--- src/rtl/fir_interp2.sv ---
// Interpolate-by-2 polyphase FIR, 8 taps, one shared multiplier and accumulator.
// Each accepted sample yields an even-phase then an odd-phase saturated 16-bit output.
module fir_interp2 #(
  parameter logic signed [7:0] H0 = -8'sd2,
  parameter logic signed [7:0] H1 = -8'sd1,
  parameter logic signed [7:0] H2 = 8'sd3,
  parameter logic signed [7:0] H3 = 8'sd4,
  parameter logic signed [7:0] H4 = 8'sd1,
  parameter logic signed [7:0] H5 = 8'sd1,
  parameter logic signed [7:0] H6 = 8'sd1,
  parameter logic signed [7:0] H7 = 8'sd1
) (
  input  logic               Clk,
  input  logic               Rst_n,
  input  logic signed [7:0]  Xin,
  input  logic               in_valid,
  output logic               in_ready,
  output logic signed [15:0] Yout,
  output logic               out_valid,
  input  logic               out_ready
);

  typedef enum logic [2:0] {
    IDLE     = 3'd0,
    MAC_EVEN = 3'd1,
    OUT_EVEN = 3'd2,
    MAC_ODD  = 3'd3,
    OUT_ODD  = 3'd4
  } state_t;

  state_t                state_r;
  logic signed [7:0]     x0_r, x1_r, x2_r, x3_r;
  logic signed [17:0]    acc_r;
  logic [1:0]            idx_r;
  logic                  in_ready_r;
  logic                  out_valid_r;
  logic signed [15:0]    yout_r;

  logic signed [7:0]     coef_s;
  logic signed [7:0]     samp_s;
  logic signed [15:0]    prod_s;
  logic signed [17:0]    sum_s;

  function automatic logic signed [15:0] sat16(input logic signed [17:0] v);
    if (v > 18'sd32767) begin
      sat16 = 16'sh7FFF;
    end else if (v < -18'sd32768) begin
      sat16 = 16'sh8000;
    end else begin
      sat16 = v[15:0];
    end
  endfunction

  // Coefficient and tap selection for the current phase and tap index.
  always_comb begin
    coef_s = 8'sd0;
    samp_s = 8'sd0;
    case ({(state_r == MAC_ODD), idx_r})
      3'b000:  coef_s = H0;
      3'b001:  coef_s = H2;
      3'b010:  coef_s = H4;
      3'b011:  coef_s = H6;
      3'b100:  coef_s = H1;
      3'b101:  coef_s = H3;
      3'b110:  coef_s = H5;
      3'b111:  coef_s = H7;
      default: coef_s = 8'sd0;
    endcase
    case (idx_r)
      2'd0:    samp_s = x0_r;
      2'd1:    samp_s = x1_r;
      2'd2:    samp_s = x2_r;
      2'd3:    samp_s = x3_r;
      default: samp_s = 8'sd0;
    endcase
  end

  assign prod_s = coef_s * samp_s;
  assign sum_s  = acc_r + $signed({{2{prod_s[15]}}, prod_s});

  // Sequencer: sample intake, two 4-cycle MAC passes, and output handshakes.
  always_ff @(posedge Clk or negedge Rst_n) begin
    if (!Rst_n) begin
      state_r     <= IDLE;
      x0_r        <= 8'sd0;
      x1_r        <= 8'sd0;
      x2_r        <= 8'sd0;
      x3_r        <= 8'sd0;
      acc_r       <= 18'sd0;
      idx_r       <= 2'd0;
      in_ready_r  <= 1'b0;
      out_valid_r <= 1'b0;
      yout_r      <= 16'sd0;
    end else begin
      case (state_r)
        IDLE: begin
          if (in_valid && in_ready_r) begin
            x3_r       <= x2_r;
            x2_r       <= x1_r;
            x1_r       <= x0_r;
            x0_r       <= Xin;
            acc_r      <= 18'sd0;
            idx_r      <= 2'd0;
            in_ready_r <= 1'b0;
            state_r    <= MAC_EVEN;
          end else begin
            in_ready_r <= 1'b1;
          end
        end
        MAC_EVEN, MAC_ODD: begin
          if (idx_r == 2'd3) begin
            yout_r      <= sat16(sum_s);
            acc_r       <= 18'sd0;
            idx_r       <= 2'd0;
            out_valid_r <= 1'b1;
            state_r     <= (state_r == MAC_EVEN) ? OUT_EVEN : OUT_ODD;
          end else begin
            acc_r <= sum_s;
            idx_r <= idx_r + 2'd1;
          end
        end
        OUT_EVEN: begin
          if (out_ready) begin
            out_valid_r <= 1'b0;
            state_r     <= MAC_ODD;
          end
        end
        OUT_ODD: begin
          if (out_ready) begin
            out_valid_r <= 1'b0;
            in_ready_r  <= 1'b1;
            state_r     <= IDLE;
          end
        end
        default: begin
          state_r     <= IDLE;
          in_ready_r  <= 1'b0;
          out_valid_r <= 1'b0;
          acc_r       <= 18'sd0;
          idx_r       <= 2'd0;
        end
      endcase
    end
  end

  assign in_ready  = in_ready_r;
  assign out_valid = out_valid_r;
  assign Yout      = yout_r;

endmodule

--- config.mk ---
export PLATFORM = sky130hd
export DESIGN_NAME = fir_interp2
export DESIGN_NICKNAME = d
export VERILOG_FILES = /design/src/rtl/fir_interp2.sv
export SDC_FILE = /design/constraint.sdc
export NUM_CORES = 1
export LEC_CHECK = 0
export ABC_AREA = 1
export CAP_MARGIN = 20
export CORE_ASPECT_RATIO = 0.9
export CORE_MARGIN = 2
export CORE_UTILIZATION = 30
export CTS_BUF_LIST = sky130_fd_sc_hd__clkbuf_2
export CTS_CLUSTER_DIAMETER = 200
export DETAILED_ROUTE_END_ITERATION = 7
export PLACE_DENSITY = 0.5
export SYNTH_ARGS = -nofsm -noshare
export SYNTH_HDL_FRONTEND = slang
export SYNTH_SLANG_ARGS = --single-unit
--- constraint.sdc ---
create_clock -name Clk -period 7.85 [get_ports Clk]
set_clock_uncertainty 0.2 [all_clocks]
set_input_delay 0.785 -clock Clk [delete_from_list [all_inputs] [get_ports Clk]]
set_output_delay 0.785 -clock Clk [all_outputs]
set_load 0.01 [all_outputs]
Word level (Yosys, flattened, before mapping)
Memory sizes are Yosys's and may differ from the RTL's.
Cells that the tools add are included.

cells by class
  multipliers = 1
  bitwise gates (word level) = 3
  magnitude comparators = 2
  reduce and logical (&&, ||, !) cells = 12
  $add $sub $neg = 2
  muxes and demuxes = 21
  equality and inequality tests = 12

operator list
  cell                                                                             count
  18-bit case mux with 3 select lines                                              1
  18-bit 2-to-1 mux                                                                2
  16-bit 2-to-1 mux                                                                2
  8-bit case mux with 4 select lines                                               1
  18-bit by 16-bit adder with 18-bit output                                        1
  18-bit by 16-bit > comparator with 1-bit output (second input constant)          1
  18-bit by 16-bit less-than comparator with 1-bit output (second input constant)  1
  8-bit by 8-bit multiplier with 16-bit output                                     1
  3-bit 2-to-1 mux                                                                 5
  3-bit case mux with 4 select lines                                               1
  2-bit inequality test (second input constant)                                    4
  2-bit AND reduction                                                              4
  3-bit by 2-bit == test with 1-bit output (second input constant)                 2
  1-bit case mux with 3 select lines                                               2
  2-bit case mux with 3 select lines                                               1
  2-bit == test (second input constant)                                            2
  1-bit 2-to-1 mux                                                                 4
  2-bit 2-to-1 mux                                                                 2
  4-bit AND reduction                                                              1
  2-bit OR reduction                                                               2
  3-bit by 1-bit == test with 1-bit output (second input constant)                 1
  3-bit == test (second input constant)                                            1
  3-bit zero test                                                                  1
  1-bit inverter                                                                   3
  7 further kinds                                                                  7

word-level totals
  register bits after elaboration = 73
  input port bits = 12
  word-level logic and storage cells = 64
  output and inout bits = 18
  memories = 1
  bits in read-only memories = 64

memory list
  name              words  width  read ports  clocked after memory_dff  wr ports  line  text
  (name not given)  8      8      1           0                         0         58    case ({(state_r == MAC_ODD), idx_r})

Depth between registers and ports, before layout
Gate-level depths: netlist of run 1.

  depth in word-level cells = 7
  depth in mapped cells = 32
  mapped depth without buffers = 31

Least setup slack after synthesis of run 1
Ideal clock, no wire load.

  kind = register -> register
  start point = register idx_r[0]
  end point = register yout_r[0] (netlist: Yout[0])
  required time = 7.515 ns
  stages on the path, launching flop included = 23
  setup slack = 1.146 ns
  path buffers = 1
  data arrival time = 6.369 ns
  clock period less this slack = 6.704 ns
  library setup time = 0.135 ns
  path through = dfrtp_1 inv_1 ha_1 inv_1 buf_1 o22ai_1 nor2_1 fa_1 fa_1 fa_1 fa_1 inv_1 fa_1 inv_1 ha_1 a21oi_1 nand2_1 nand3_1 nand4_1 nand2_1 nand2_2 a21oi_4 a21oi_2

on the way
  cells in the longest elaborated chain, start to end = 7
  elaborated cells between the ends (all ways) = 13
  those cells by class = 1 x add/sub; 1 x mul; 2 x order compare; 3 x eq/ne; 3 x mux; 2 x reduce/logical; 1 x memory

ends and longest elaborated chain
  what                                                     line     text
  start: declaration                                       34       logic [1:0] idx_r;
  start signal: assignment                                 119      idx_r <= idx_r + 2'd1;
  2-bit == test, or another cell as far along              69, 111
  8-bit case mux with 4 select lines                       69       case (idx_r)
  8-bit by 8-bit multiplier with 16-bit output             78       assign prod_s = coef_s * samp_s;
  18-bit by 16-bit adder with 18-bit output                79       assign sum_s = acc_r + $signed({{2{prod_s[15]}}, prod_s});
  18-bit by 16-bit less-than comparator with 1-bit output  47       end else if (v < -18'sd32768) begin
  16-bit 2-to-1 mux                                        47
  16-bit 2-to-1 mux                                        45       if (v > 18'sd32767) begin
  end signal: assignment                                   112      yout_r <= sat16(sum_s);
  end: declaration                                         37       logic signed [15:0] yout_r;

Several ways; a longest one is shown, not always the timed one.
A chain may end at the register's enable or synchronous reset.

Worst setup path in the final report of run 1
  start point = register idx_r[0]
  end point = register yout_r[9] (netlist: Yout[9])

Same word-level chain as after synthesis.

==> results of run 1 <==
how the worst max path moves through the flow:
| stage | start | end | cells after the start |
|---|---|---|---|
| after floorplan | idx_r[0] | Yout[0] | 22 |
| after global placement | idx_r[0] | Yout[0] | 24 |
| after detailed placement | idx_r[0] | Yout[6] | 24 |
| after CTS | idx_r[0] | Yout[9] | 24 |
| after global routing | idx_r[0] | Yout[10] | 25 |
| final | idx_r[0] | Yout[9] | 24 |
state kept, by name (all words and copies together), names as in the netlist:
| name | count |
|---|---|
| out_valid | 1 |
| x2_r | 8 |
| x1_r | 8 |
| in_ready | 1 |
| x0_r | 8 |
| Yout | 16 |
| idx_r | 2 |
| state_r | 3 |
| acc_r | 18 |
| x3_r | 8 |
per-layer routing:
layer	routed length, um	up-vias
met5	0	-
met4	246	0
met3	557	17
met2	5955	81
met1	7897	2231
li1	-	2407
cell families after synthesis:
family                     count (synthesis)  synth area share
and+or+nand+nor                          278            0.1835
DFF                                       73            0.2880
adders and majority gates                113            0.2999
buffers and inverters                    185            0.1113
xor gates and xnor gates                  14           0.01933
AOI/OAI and AO/OA                        105           0.09805
layout by cell type, fill, tap and decap left out, drive strengths merged, types with 7 or more instances in the layout:
| cell type | netlist | layout |
|---|---|---|
| or2 | 15 | 15 |
| o22ai | 12 | 12 |
| clkdlybuf4s50 | 0 | 28 |
| nor2 | 57 | 57 |
| clkbuf | 8 | 9 |
| o21ai | 47 | 47 |
| nand2 | 176 | 176 |
| ha | 48 | 48 |
| dfrtp | 73 | 73 |
| inv | 171 | 172 |
| buf | 5 | 7 |
| fa | 65 | 65 |
| xor2 | 8 | 8 |
| a21oi | 37 | 37 |
| nand3 | 26 | 26 |
critical path, cell delays in order, from the launching register on:
cell and delay [ns]:
dfrtp_1 0.45, inv_1 0.12, ha_1 0.24, inv_1 0.35, nand2_1 0.10, o22ai_1 0.30, inv_1 0.12, nand2_1 0.15
fa_1 0.58, fa_1 0.59, inv_1 0.06, fa_1 0.53, fa_1 0.56, inv_1 0.06, fa_1 0.50, inv_1 0.04
ha_1 0.34, a21oi_1 0.20, nand2_1 0.13, nand3_1 0.12, nand4_1 0.12, nand2_1 0.12, nand2_2 0.08, a21oi_4 0.39
a21oi_2 0.10
layout make-up:
class,instances,area [um2]
Fill cell,2256,13620
Tap cell,286,357.8
Inverter,172,645.6
Multi-Input combinational cell,510,3817
Timing Repair Buffer,36,362.8
Clock inverter,7,93.84
Sequential cell,73,1827
Clock buffer,9,45.04
synth_stat cells, drive strengths merged:
cell type,count
or2,15
nand2,176
xor2,8
clkinv,1
buf,5
clkbuf,8
inv,171
a21oi,37
o21bai,2
o21ai,47
nand3,26
fa,65
dfrtp,73
ha,48
a22o,5
a21o,1
nor2,57
nand4,4
a22oi,1
xnor2,6
o22ai,12
stage by stage:
stage	hold WS [ns]	instance area (um2)	std cells
after floorplan	0.2529	6342	768
after global placement	0.2700	6973	1075
after detailed placement	0.2686	6973	1075
after CTS	0.1383	7112	1091
after global routing	0.3375	7149	1093
final	0.3125	7149	1093
==> impl_metrics.py, run 1 <==
metrics = {
    "grt": {
        "grtUsageMet2": 0.2009,
        "grt_util_met3": 0.02801,
        "met1_usage": 0.2267,
        "antenna_found_initial": 0,
        "grt_overflow": 0,
        "grt_start_max_net_pins": 74,
        "grt.total_usage": 0.1451,
        "grt.busiest_layer": "met1",
        "grt_pass1_wl_mm": 25.12,
        "grt_pass1_vias": 4715,
    },
    "cts": {
        "numCtsBuffers": 9,
        "cts_resized": 0,
        "clock_latency_ns": 0.59,
        "cts_buffer_depth": 2,
        "cts_tree": "yes",
        "clk_pin_slew_ns": 0.23,
        "cts_hold_buf": 0,
        "cts-root-buf": "clkbuf_2",
        "cts_max_level": 3,
        "postCtsSetupBuffers": 0,
        "cts_sinks": 73,
    },
    "logic_synthesis": {
        "syn_nets": 893,
        "syn_inst": 768,
        "synth_top_area_share": 0.2880,
        "yosys_warnings": 0,
        "synth_cell_type_count": 32,
        "synth_top_area_cell": "dfrtp_1",
        "avgSynthCellArea_um2": 8.258,
        "ys_seq_area_frac": 0.2880,
        "synth_seq_cells": 73,
        "synth_area_um2": 6342,
        "yosys-top-cells-area": "dfrtp_1 29%, fa_1 21%, nand2_1 10%, inv_1 9.9%, ha_1 9.5%",
    },
    "worst_setup_path": {
        "ff2ff_path_depth": 24,
        "worstSetupPathType": "reg -> reg",
        "cp-start-kind": "flop",
        "cp-end-kind": "flop",
        "reg2reg_to": "Yout[9]",
        "rr_startpoint": "idx_r[0]",
        "critPathMaxFanout": 15,
        "crit_required_ns": 8.14,
        "regToRegSetupSlack_ns": 1.25,
        "arrival_ns": 6.89,
    },
    "placement": {
        "hpwl_mm": 11.16,
        "post-place-ws_ns": 1.194,
        "globalplace.congestion": 0.8466,
        "numPortBuffers": 29,
    },
    "timing": {
        "setup_viol": 0,
        "slew_viol_final": 0,
        "final-hold-violation-count": 0,
        "timing.final.crit_share": 0.8407,
        "fin_crit_ns": 6.599,
        "tightestPinTransition_ns": 0.6751,
        "fmax_mhz": 151.5,
        "worst_slack_ns": 1.251,
        "finalSetupTns_ns": 0,
        "rsz0062_at_grt": "false",
        "slew_headroom": 0.5486,
    },
    "die": {
        "rows": 50,
        "die_h_um": 141.9,
        "die_w_um": 157.3,
        "ios": 30,
        "start_util": 0.3054,
        "dieArea_um2": 22320,
        "core_um2": 20770,
    },
    "detailed_routing": {
        "drt-pass1-iter-count": 4,
        "drtIter0Drc": 239,
        "drc_errors": 0,
        "antenna_left": 0,
        "via_per_inst": 4.333,
        "routed_wl_mm": 14.66,
        "vias": 4736,
        "wl_per_cell_um": 13.41,
    },
    "cells_and_area": {
        "area_growth_pct": 12.72,
        "postLayoutCoreUtil": 0.3442,
        "diodes": 0,
        "fin_nets": 927,
        "drive_gt1_frac": 0.08302,
    },
    "min_path": {
        "min_to": "Yout[3]",
        "hold_depth": 2,
        "hp-class": "reg -> reg",
        "worstHoldStart": "Yout[3]",
    },
    "run": {
        "cap_violations": 0,
    },
    "outcome": {
        "status": "completed",
    },
}
Power of run 1 is left out: the tool's default activity adds up to more than one toggle a clock period on the data nets, which glitch-free logic cannot reach.
==> inputs of run 2 (changes only) <==
clock period = 6.3 ns   (was 7.85 ns; I/O delays follow)
==> run 2 against run 1 <==
  * Maximum frequency rose by 11%
  * Worst hold slack improved by 0.0065 ns
  * Critical path depth did not move
  * Die area did not move
  * Register-to-register slack got worse by 0.92 ns
  * Design area rose by 4.5%
  * Cell count rose by 2.2%
  * First-iteration DRC count fell by 12%
  * Critical path type unchanged
  * Setup slack got worse by 0.92 ns
  * Routed wire length fell by 1.7%
  * Non-clock buffer count rose by 23
  * Sequential share of layout area fell by 1.1 points
==> impl_metrics.py, run 2 (same netlist as run 1, synthesis figures left out) <==
metrics = {
    "worst_setup_path": {
        "cp-end-kind": "flop",
        "path_cells": "inv_2 -> ha_4 -> clkinvlp_4 -> nand2_1 -> o21ai_0 -> or2_2 -> fa_1 -> fa_1 -> inv_1 -> fa_1 -> fa_1 -> inv_1 -> fa_1 -> inv_1 -> ha_4 -> a21oi_2 -> nand2_1 -> nand3_1 -> nand4_1 -> nand2_2 -> nand2_2 -> a21oi_4 -> buf_12 -> a21oi_2",
        "startpoint": "idx_r[0]",
        "crit_buf_inv": 6,
        "ff2ff_path_depth": 24,
        "crit_required_ns": 6.61,
        "cpPeakStageDelay_ns": 0.55,
        "worstSetupPathType": "reg -> reg",
        "cpMostUsedCell": "fa_1",
        "reg2reg_to": "Yout[13]",
        "cp_top_family": "adder cells",
        "critPathMaxFanout": 10,
        "arrival_ns": 6.28,
        "cp-start-kind": "flop",
        "slowest_stage": "fa_1",
        "rr_startpoint": "idx_r[0]",
        "regToRegSetupSlack_ns": 0.33,
    },
    "cells_and_area": {
        "final_cell_mix": "168 x nand2_1, 162 x inv_1, 73 x dfrtp_1",
        "final_cells": 1117,
        "fin_nets": 951,
        "diodes": 0,
        "drive_gt1_frac": 0.1360,
        "area_growth_pct": 17.83,
        "n_fill_cell": 2222,
        "top_register": "acc_r",
        "final_common_cell": "nand2_1",
        "largest_reg_flops": 18,
        "postLayoutCoreUtil": 0.3598,
    },
    "placement": {
        "placed_cells": 1094,
        "hpwl_mm": 11.23,
        "globalplace.congestion": 0.8146,
        "numPortBuffers": 29,
    },
    "cts": {
        "cts_buffer_depth": 2,
        "cts_tree": "yes",
        "cts_max_level": 3,
        "cts-root-buf": "clkbuf_2",
        "clock_latency_ns": 0.57,
        "numCtsBuffers": 9,
        "clk_pin_slew_ns": 0.23,
        "cts_sinks": 73,
    },
    "die": {
        "dieArea_um2": 22320,
        "die_w_um": 157.3,
        "start_util": 0.3054,
        "rows": 50,
        "core_um2": 20770,
        "ios": 30,
        "die_h_um": 141.9,
    },
    "detailed_routing": {
        "via_per_inst": 4.208,
        "wl_per_cell_um": 12.90,
        "drc_errors": 0,
        "drt-pass1-iter-count": 4,
        "vias": 4700,
        "antenna_left": 0,
        "drtIter0Drc": 211,
        "routed_wl_mm": 14.41,
    },
    "timing": {
        "fin_crit_ns": 5.970,
        "tightestPinTransition_ns": 0.5662,
        "setup_viol": 0,
        "slew_headroom": 0.6221,
        "fmax_mhz": 167.5,
        "final-hold-violation-count": 0,
        "slew_viol_final": 0,
        "timing.final.crit_share": 0.9477,
    },
    "grt": {
        "antenna_found_initial": 0,
        "grt.total_usage": 0.1444,
        "grt_start_max_net_pins": 74,
        "grt_pass1_vias": 4941,
        "grt_pass1_wl_mm": 25.24,
        "grt_overflow": 0,
    },
    "min_path": {
        "min_to": "Yout[5]",
        "worstHoldStart": "Yout[5]",
        "hold_depth": 2,
        "hp-class": "reg -> reg",
    },
    "run": {
        "cap_violations": 0,
    },
    "outcome": {
        "status": "completed",
    },
}
-- run 2: worst register-to-register path, cell delays in order (launching register included) --
cell	delay [ns]
dfrtp_1	0.47
inv_2	0.12
ha_4	0.19
clkinvlp_4	0.19
nand2_1	0.10
o21ai_0	0.12
or2_2	0.33
fa_1	0.52
fa_1	0.52
inv_1	0.06
fa_1	0.52
fa_1	0.55
inv_1	0.05
fa_1	0.51
inv_1	0.07
ha_4	0.25
a21oi_2	0.14
nand2_1	0.12
nand3_1	0.13
nand4_1	0.13
nand2_2	0.14
nand2_2	0.09
a21oi_4	0.17
buf_12	0.16
a21oi_2	0.06
-- run 2: worst max path at each step --
| stage | endpoint | slack (ns) | cells after the start |
|---|---|---|---|
| 2_1_floorplan | Yout[0] | 0.02 | 22 |
| 3_3_place_gp | Yout[2] | 0.07 | 24 |
| 3_5_place_dp | Yout[3] | 0.03 | 26 |
| 4_1_cts | Yout[3] | 0.005 | 25 |
| 5_1_grt | Yout[0] | -0.04 | 26 |
| 6_report | Yout[13] | 0.33 | 24 |
-- run 2: area by class of cell --
| cell class | instances | area (um2) | share of cell area |
|---|---|---|---|
| clock buffers | 10 | 50.05 | 0.006697 |
| clock inverters | 6 | 115.1 | 0.01540 |
| inverters | 172 | 649.4 | 0.08689 |
| multi-input cells | 510 | 3910 | 0.5232 |
| flip-flops and latches | 73 | 1827 | 0.2444 |
| well taps | 286 | 357.8 | 0.04788 |
| repair buffers | 59 | 556.8 | 0.07450 |
| repair inverters | 1 | 7.507 | 0.001005 |
-- run 2: per-layer routing --
layer  wire, um  GRT usage
met3        468    0.02984
met4        129    0.03158
met1       8021     0.2231
met5          0          0
met2       5792     0.2062
-- run 2: per-stage QoR --
step	area (um2)	hold WS (ns)	TNS (ns)	setup WS (ns)
2_1_floorplan	6347	0.1344	0	0.01913
3_3_place_gp	7143	0.2692	0	0.07019
3_5_place_dp	7143	0.2645	0	0.02788
4_1_cts	7332	0.3216	0	0.004702
5_1_grt	7473	0.3035	-0.1797	-0.03874
6_report	7473	0.3190	0	0.3297
-- run 2: timing repair --
item,4_1_cts,5_1_grt
gates resized for setup,3,26
pin swaps,0,3
cloned,1,0
hold buffers,1,0
endpoints found under the setup margin,10,22
endpoints found under the hold margin,58,0
setup buffers,0,3
Power of run 2 is left out for the same reason.
==> inputs of run 3 (changes only) <==
CAP_MARGIN = 25   (was 20)
SLEW_MARGIN = 10   (was not set)
==> run 3 against run 2 <==
  * Design area up 0.22%
  * Routed wire length up 0.53%
  * Global-route usage is essentially flat
==> impl_metrics.py, run 3 (same netlist as run 1, synthesis figures left out) <==
metrics = {
    "cells_and_area": {
        "top_register": "acc_r",
        "postLayoutCoreUtil": 0.3606,
        "fin_nets": 951,
        "area_growth_pct": 18.09,
        "n_fill_cell": 2224,
        "diodes": 0,
        "stdcell_area_um2": 7490,
        "final_common_cell": "nand2_1",
        "regArea_um2": 1827,
        "drive_gt1_frac": 0.1324,
        "final_cell_mix": "167 x nand2_1, 164 x inv_1, 73 x dfrtp_1",
        "multiInputGateArea_um2": 3910,
        "largest_reg_flops": 18,
    },
    "timing": {
        "slew_headroom": 0.6072,
        "fmax_mhz": 166.3,
        "whs_ns": 0.3205,
        "timing.final.crit_share": 0.9545,
        "slew_viol_final": 0,
        "tightestPinTransition_ns": 0.5886,
        "final-hold-violation-count": 0,
        "fin_crit_ns": 6.013,
        "setup_viol": 0,
    },
    "cts": {
        "cts_buffer_depth": 2,
        "cts_sinks": 73,
        "numCtsBuffers": 9,
        "clk_pin_slew_ns": 0.23,
        "clock_latency_ns": 0.59,
        "cts_max_level": 3,
        "cts-root-buf": "clkbuf_2",
        "cts_tree": "yes",
    },
    "detailed_routing": {
        "routed_wl_mm": 14.49,
        "drt-pass1-iter-count": 4,
        "antenna_left": 0,
        "wl_per_cell_um": 12.97,
        "drc_errors": 0,
        "vias": 4736,
        "via_per_inst": 4.240,
        "drtIter0Drc": 218,
    },
    "placement": {
        "dpl_cell_area_um2": 7151,
        "numPortBuffers": 29,
        "hpwl_mm": 11.29,
        "globalplace.congestion": 0.8146,
    },
    "worst_setup_path": {
        "worstSetupPathType": "reg -> reg",
        "arrival_ns": 6.36,
        "cp-start-kind": "flop",
        "crit_required_ns": 6.65,
        "cp-end-kind": "flop",
        "critPathMaxFanout": 15,
    },
    "grt": {
        "grt_overflow": 0,
        "grt_pass1_vias": 4860,
        "antenna_found_initial": 0,
        "grt.total_usage": 0.1441,
        "grt_pass1_wl_mm": 25.27,
        "grt_start_max_net_pins": 74,
    },
    "outcome": {
        "status": "completed",
    },
    "die": {
        "core_um2": 20770,
        "start_util": 0.3054,
        "dieArea_um2": 22320,
        "die_w_um": 157.3,
        "die_h_um": 141.9,
        "ios": 30,
        "rows": 50,
    },
    "min_path": {
        "hp-class": "reg -> reg",
    },
    "run": {
        "cap_violations": 0,
    },
}
[run 3: changes by cell type in the layout (fill, tap and decap cells not counted), moves of 2 or more]
cell	change
o22ai_2	-3
inv_1	+2
inv_2	-2
o22ai_1	+2
[run 3: cell type report]
cell class	count	area share
well taps	286	0.04778
clock inverters	6	0.01537
flip-flops and latches	73	0.2439
clock buffers	10	0.006682
inverters	172	0.08670
repair buffers	60	0.07751
multi-input cells	510	0.5221
[run 3: worst paths after layout]
| kind | from | end | slack, ns | cells after the start |
|---|---|---|---|---|
| setup reg to reg | idx_r[1] | Yout[11] | 0.29 | 27 |
| setup / recovery | idx_r[1] | Yout[11] | 0.29 | 27 |
| hold / removal | Yout[1] | Yout[1] | 0.32 | 2 |
| min in group asynchronous | Rst_n | x1_r[4] | 0.33 | 2 |
| hold reg to reg | Yout[1] | Yout[1] | 0.32 | 2 |
| max in group asynchronous | Rst_n | x2_r[7] | 4.97 | 3 |
[run 3: worst max-delay path, cell delays in order, from the launching register on]
cell	delay, ns
dfrtp_1	0.44
inv_1	0.10
ha_2	0.23
clkinvlp_4	0.14
buf_12	0.15
nand2_1	0.06
o22ai_1	0.12
or2_2	0.31
fa_1	0.51
fa_1	0.52
inv_1	0.06
fa_1	0.52
fa_1	0.55
inv_1	0.06
fa_1	0.52
inv_1	0.07
ha_4	0.28
nand2_1	0.10
nor2_2	0.15
nand3_2	0.14
nand3_2	0.10
nand2_1	0.05
nand2_1	0.06
nand3_1	0.09
nand2_2	0.10
buf_12	0.14
nand2_1	0.08
a21oi_2	0.14
[run 3: metal layers]
| layer | track usage | wire length (um) | share of wire |
|---|---|---|---|
| met3 | 0.02710 | 426 | 0.029 |
| met2 | 0.2000 | 5865 | 0.40 |
| met1 | 0.2292 | 8064 | 0.56 |
| met5 | 0 | 0 | 0 |
| met4 | 0.03158 | 131 | 0.0090 |
[run 3: timing repair]
| action | CTS | global route |
|---|---|---|
| buffers inserted | 2 | 2 |
| pin swaps | 0 | 3 |
| endpoints found under the setup margin | 2 | 24 |
| hold endpoints to repair | 58 | 0 |
| hold buffers | 1 | 0 |
| gates resized for setup | 1 | 26 |
[run 3: metrics by stage]
stage | std cells | setup TNS [ns] | worst slack [ns]
3_5_place_dp | 1095 | 0 | 0.05319
6_report | 1117 | 0 | 0.2869
2_1_floorplan | 768 | 0 | 0.01913
5_1_grt | 1117 | -0.1903 | -0.02922
3_3_place_gp | 1094 | 0 | 0.07019
4_1_cts | 1114 | 0 | 0.006927
Power of run 3 is left out for the same reason.
